## src/rtl/spi_pkg.sv

```systemverilog
`default_nettype none
// ---------------------------------------------------------------------------
// spi_pkg: shared SPI mode-0 constants and master state encoding. Rev 1.0
// ---------------------------------------------------------------------------
package spi_pkg;

  localparam int DEFAULT_DATA_WIDTH = 8;

  localparam logic CPOL = 1'b0;
  localparam logic CPHA = 1'b0;

  localparam int STATE_W = 3;
  localparam logic [STATE_W-1:0] ST_IDLE  = 3'd0;
  localparam logic [STATE_W-1:0] ST_SETUP = 3'd1;
  localparam logic [STATE_W-1:0] ST_HIGH  = 3'd2;
  localparam logic [STATE_W-1:0] ST_LOW   = 3'd3;
  localparam logic [STATE_W-1:0] ST_HOLD  = 3'd4;

endpackage
`default_nettype wire

```

## src/rtl/spi_clk_div.sv

```systemverilog
`default_nettype none
// ---------------------------------------------------------------------------
// spi_clk_div: one-cycle tick every CLK_DIV cycles while enabled. Rev 1.0
// ---------------------------------------------------------------------------
module spi_clk_div #(
  parameter int CLK_DIV = 4
) (
  input  logic clk,
  input  logic rst,
  input  logic en,
  output logic tick
);

  localparam int CW = (CLK_DIV > 1) ? $clog2(CLK_DIV) : 1;
  localparam logic [CW-1:0] LAST = CW'(CLK_DIV - 1);

  logic [CW-1:0] cnt;

  // Held at zero while disabled so every phase starts with a full count.
  always_ff @(posedge clk or posedge rst) begin
    if (rst) begin
      cnt <= '0;
    end else if (!en || cnt == LAST) begin
      cnt <= '0;
    end else begin
      cnt <= cnt + 1'b1;
    end
  end

  assign tick = en && (cnt == LAST);

endmodule
`default_nettype wire

```

## src/rtl/spi_master.sv

```systemverilog
`default_nettype none
// ---------------------------------------------------------------------------
// spi_master: single-transfer SPI mode-0 master, MSB first. Rev 1.0
// ---------------------------------------------------------------------------
module spi_master
  import spi_pkg::*;
#(
  parameter int CLK_DIV    = 4,
  parameter int DATA_WIDTH = DEFAULT_DATA_WIDTH
) (
  input  logic                  clk,
  input  logic                  rst,
  input  logic                  start,
  input  logic [DATA_WIDTH-1:0] tx_data,
  output logic                  busy,
  output logic                  done,
  output logic [DATA_WIDTH-1:0] rx_data,
  output logic                  sclk,
  output logic                  mosi,
  input  logic                  miso,
  output logic                  ss
);

  localparam int BW = (DATA_WIDTH > 1) ? $clog2(DATA_WIDTH) : 1;
  localparam logic [BW-1:0] LAST_BIT = BW'(DATA_WIDTH - 1);

  logic [STATE_W-1:0]    state;
  logic [DATA_WIDTH-1:0] tx_sr;
  logic [DATA_WIDTH-1:0] rx_sr;
  logic [BW-1:0]         bit_cnt;
  logic                  tick;
  logic                  div_en;

  assign div_en = (state != ST_IDLE);

  spi_clk_div #(
    .CLK_DIV (CLK_DIV)
  ) u_clk_div (
    .clk  (clk),
    .rst  (rst),
    .en   (div_en),
    .tick (tick)
  );

  // mosi is the shift-register MSB, so it only moves when tx_sr is loaded,
  // shifted on a falling sclk, or cleared as ss deasserts.
  assign mosi = tx_sr[DATA_WIDTH-1];

  always_ff @(posedge clk or posedge rst) begin
    if (rst) begin
      state   <= ST_IDLE;
      ss      <= 1'b1;
      sclk    <= CPOL;
      busy    <= 1'b0;
      done    <= 1'b0;
      rx_data <= '0;
      tx_sr   <= '0;
      rx_sr   <= '0;
      bit_cnt <= '0;
    end else begin
      done <= 1'b0;
      case (state)
        ST_IDLE: begin
          if (start) begin
            tx_sr   <= tx_data;
            ss      <= 1'b0;
            busy    <= 1'b1;
            bit_cnt <= '0;
            state   <= ST_SETUP;
          end
        end
        ST_SETUP: begin
          if (tick) begin
            sclk  <= ~CPOL;
            state <= ST_HIGH;
          end
        end
        ST_HIGH: begin
          if (tick) begin
            sclk  <= CPOL;
            rx_sr <= {rx_sr[DATA_WIDTH-2:0], miso};
            if (bit_cnt == LAST_BIT) begin
              state <= ST_HOLD;
            end else begin
              bit_cnt <= bit_cnt + 1'b1;
              tx_sr   <= tx_sr << 1;
              state   <= ST_LOW;
            end
          end
        end
        ST_LOW: begin
          if (tick) begin
            sclk  <= ~CPOL;
            state <= ST_HIGH;
          end
        end
        ST_HOLD: begin
          if (tick) begin
            ss      <= 1'b1;
            busy    <= 1'b0;
            tx_sr   <= '0;
            rx_data <= rx_sr;
            done    <= 1'b1;
            state   <= ST_IDLE;
          end
        end
        default: state <= ST_IDLE;
      endcase
    end
  end

endmodule
`default_nettype wire

```

## config.mk

```make
export PLATFORM = sky130hd
export DESIGN_NAME = spi_master
export DESIGN_NICKNAME = d
export VERILOG_FILES = /design/src/rtl/spi_pkg.sv /design/src/rtl/spi_clk_div.sv /design/src/rtl/spi_master.sv
export SDC_FILE = /design/constraint.sdc
export NUM_CORES = 1
export LEC_CHECK = 0
export BUFFER_PORTS_ARGS = -buffer_cell sky130_fd_sc_hd__buf_4
export CAP_MARGIN = 40
export CORE_ASPECT_RATIO = 0.5
export CORE_MARGIN = 8
export CORE_UTILIZATION = 55
export CTS_BUF_LIST = sky130_fd_sc_hd__clkbuf_2 sky130_fd_sc_hd__clkbuf_4 sky130_fd_sc_hd__clkbuf_8
export CTS_CLUSTER_DIAMETER = 100
export DETAILED_ROUTE_END_ITERATION = 10
export PLACE_DENSITY_LB_ADDON = 0.2
export REMOVE_ABC_BUFFERS = 1
export SLEW_MARGIN = 15
export SYNTH_ARGS = -nofsm -noshare
export SYNTH_HDL_FRONTEND = slang
export SYNTH_SLANG_ARGS = --single-unit
```

## constraint.sdc

```tcl
create_clock -name clk -period 3.2 [get_ports clk]
set_input_delay 0.48 -clock clk [delete_from_list [all_inputs] [get_ports clk]]
set_output_delay 0.48 -clock clk [all_outputs]
set_load 0.02 [all_outputs]
```

==> reports/results.tsv <==
stage	metric	value	unit
die	io_pins	25	
flow_run	max_cap_viol_count	0	
routing	dr.pass1.iters	4	
sta	tns	0	ps
die	core-area	2980	sq um
routing	postRouteAntennaNets	0	
setup_path	crit_type	reg -> reg	
setup_path	cp-end-kind	flip-flop	
power	p_per_area	409	nW/um^2
die	die_width	94.6	um
power	p_leak	0.924	nW
yosys	synth-seq-cells	36	
yosys	synth.distinct_cells	31	
grt	grt_pass1_wl	5.17	mm
grt	track_usage	12.4	%
routing	wl	3.05	mm
yosys	synth-edff-count	0	
routing	wl_per_cell	15.4	um
setup_path	cpPeakStageDelay	700	ps
setup_path	crit_arrival	2240	ps
sta	fin_crit	2070	ps
placed_design	dp_hpwl	2.09	mm
placed_design	port_buffers	24	
setup_path	start_kind	flip-flop	
power	irDropWorstVdd	0.344	mV
die	num_rows	14	
yosys	synthArstFlopShare	100	%
sta	worst_pin_slew	864	ps
cells_and_area	drive_above_1_share	38.0	%
clock_tree	postCtsSetupBuffers	0	
sta	fin_skew	4.37	ps
min_path	hold_path.class	in -> async	
yosys	yosys_warnings	0	
yosys	synth_ff_type	dfrtp_1	
grt	grt_overflow	0	
die	initial_core_util	57.1	%
sta	max_freq	0.484	GHz
cells_and_area	nets	172	
routing	post-route-drc-count	0	
die	dieHeight	55.3	um
sta	relSlewSlack	42.4	%
clock_tree	htreeDepth	2	
setup_path	cp_max_fo	29	
setup_path	required	3370	ps
outcome	status	completed	
placed_design	placed_cell_area	1900	sq um
clock_tree	cts_resized	0	
clock_tree	clk_latency	290	ps
sta	slew_viol_final	0	
cells_and_area	antenna_cells	0	
sta	post-route-period-util	64.6	%
cells_and_area	mostFrequentLayoutCell	dfrtp_1	
yosys	syn_avg_cell_area	12.7	sq um
cells_and_area	final_cell_mix	dfrtp_1, buf_4, mux2_2, nor2b_1, nor3b_1	
clock_tree	cts_buffer_depth	2	
clock_tree	clkTransAtPathRegs	70	ps
cells_and_area	design_area	1990	sq um
routing	drtIter0Drc	49	
clock_tree	cts_tree	done	
yosys	syn_inst	134	
sta	setup_viol	0	
clock_tree	ctsHoldBuffers	0	
clock_tree	clockRootBuffer	clkbuf_8	
cells_and_area	final_cells	198	
setup_path	crit_chain	or3b_4 -> a31oi_4 -> mux2_2	
placed_design	routabilityCongestion	0.732	
placed_design	placed_cells	190	
routing	vias	1110	
grt	grt_pass1_vias	1129	
grt	grt_max_degree	30	
setup_path	cpMaxStageDelayCell	dfrtp_1	
cells_and_area	area_growth	17.1	%
sta	rsz0062_at_grt	no	
clock_tree	cts_sinks	36	
clock_tree	cts_buffers	5	
yosys	seq_area_frac_synth	53.1	%
grt	antenna_found_initial	0	
sta	hold_violations	0	
routing	routed_via_density	5.61	
yosys	synth_area	1700	sq um
die	die-area	5230	sq um
==> final timing paths <==
path,from,to,slack [ps],depth (start not counted)
min reg2reg,u_clk_div.cnt[0]$_DFF_PP0_,u_clk_div.cnt[0]$_DFF_PP0_,440,1
max,state[2]$_DFFE_PP0P_,tx_sr[2]$_DFFE_PP0P_,1130,3
max in group asynchronous,rst,bit_cnt[1]$_DFFE_PP0P_,2230,3
max reg2reg,state[2]$_DFFE_PP0P_,tx_sr[2]$_DFFE_PP0P_,1130,3
min,rst,rx_sr[0]$_DFFE_PP0P_,270,2
min in group clk,tx_data[0],tx_sr[0]$_DFFE_PP0P_,430,3
==> cells in the mapped netlist (2+ instances only) <==
master / instances / area, sq um
a21o_1: 2 / 15.0
a221o_1: 7 / 70.1
a22o_1: 4 / 35.0
buf_2: 9 / 45.0
dfrtp_1: 35 / 876
ha_1: 3 / 37.5
inv_1: 2 / 7.51
mux2_1: 2 / 22.5
mux2_2: 22 / 248
nand2_1: 4 / 15.0
nand2b_1: 2 / 12.5
nand3b_1: 2 / 15.0
nor2_1: 4 / 15.0
nor2b_1: 10 / 62.6
nor3_1: 2 / 10.0
nor3b_1: 8 / 60.1
o21ai_0: 2 / 10.0
==> state kept, by name, summed over array words and instances, names as in the netlist, 2 cells and up <==
| signal | count |
|---|---|
| bit_cnt | 3 |
| tx_sr | 8 |
| state | 3 |
| u_clk_div.cnt | 2 |
| rx_data | 8 |
| rx_sr | 8 |
==> through the flow <==
step / hold WS [ps] / total power [mW] / util, % / setup slack, ps
after floorplan: 415 / 0.487 / - / 1040
after global placement: 425 / 0.504 / 63.9 / 1190
after global routing: 322 / 0.846 / 66.8 / 1070
after detailed placement: 437 / 0.506 / 63.9 / 1160
final: 273 / 0.813 / 66.8 / 1130
after CTS: 288 / 0.827 / 66.8 / 1140
==> power by group <==
part           leakage, nW  total (mW)  switching [mW]  internal [mW]
combinational        0.417      0.0335          0.0152         0.0184
sequential           0.458       0.462         0.00321          0.459
clock               0.0479       0.317           0.165          0.152
==> cell families after synthesis <==
| logic type | share of synthesized area, % |
|---|---|
| muxes | 15.9 |
| buffers and inverters | 3.31 |
| and+or+nand+nor | 14.3 |
| DFF | 53.1 |
| adders and majority gates | 2.21 |
| AOI/OAI and AO/OA | 11.2 |
==> layout make-up <==
cell class	count	area [sq um]
well taps	40	50.0
repair buffers	26	195
multi-input cells	86	747
inverters	2	7.51
flip-flops and latches	36	902
fillers	243	988
clock inverters	3	18.8
clock buffers	5	68.8
==> metal layers <==
layer / up-vias / track usage, % / share of wire (%)
li1: 536 / - / -
met1: 550 / 15.4 / 48
met2: 20 / 18.0 / 45
met3: 4 / 4.71 / 5.1
met4: 0 / 7.27 / 2.0
met5: - / 0 / 0
==> critical path: cells and delay by family, from the launching register on <==
family / cells / cell delay, ps
AND/OR/NAND/NOR: 1 / 540
flip-flops: 1 / 700
AO/OA/AOI/OAI: 1 / 330
multiplexers: 1 / 370
(Power assumes the default switching activity.)
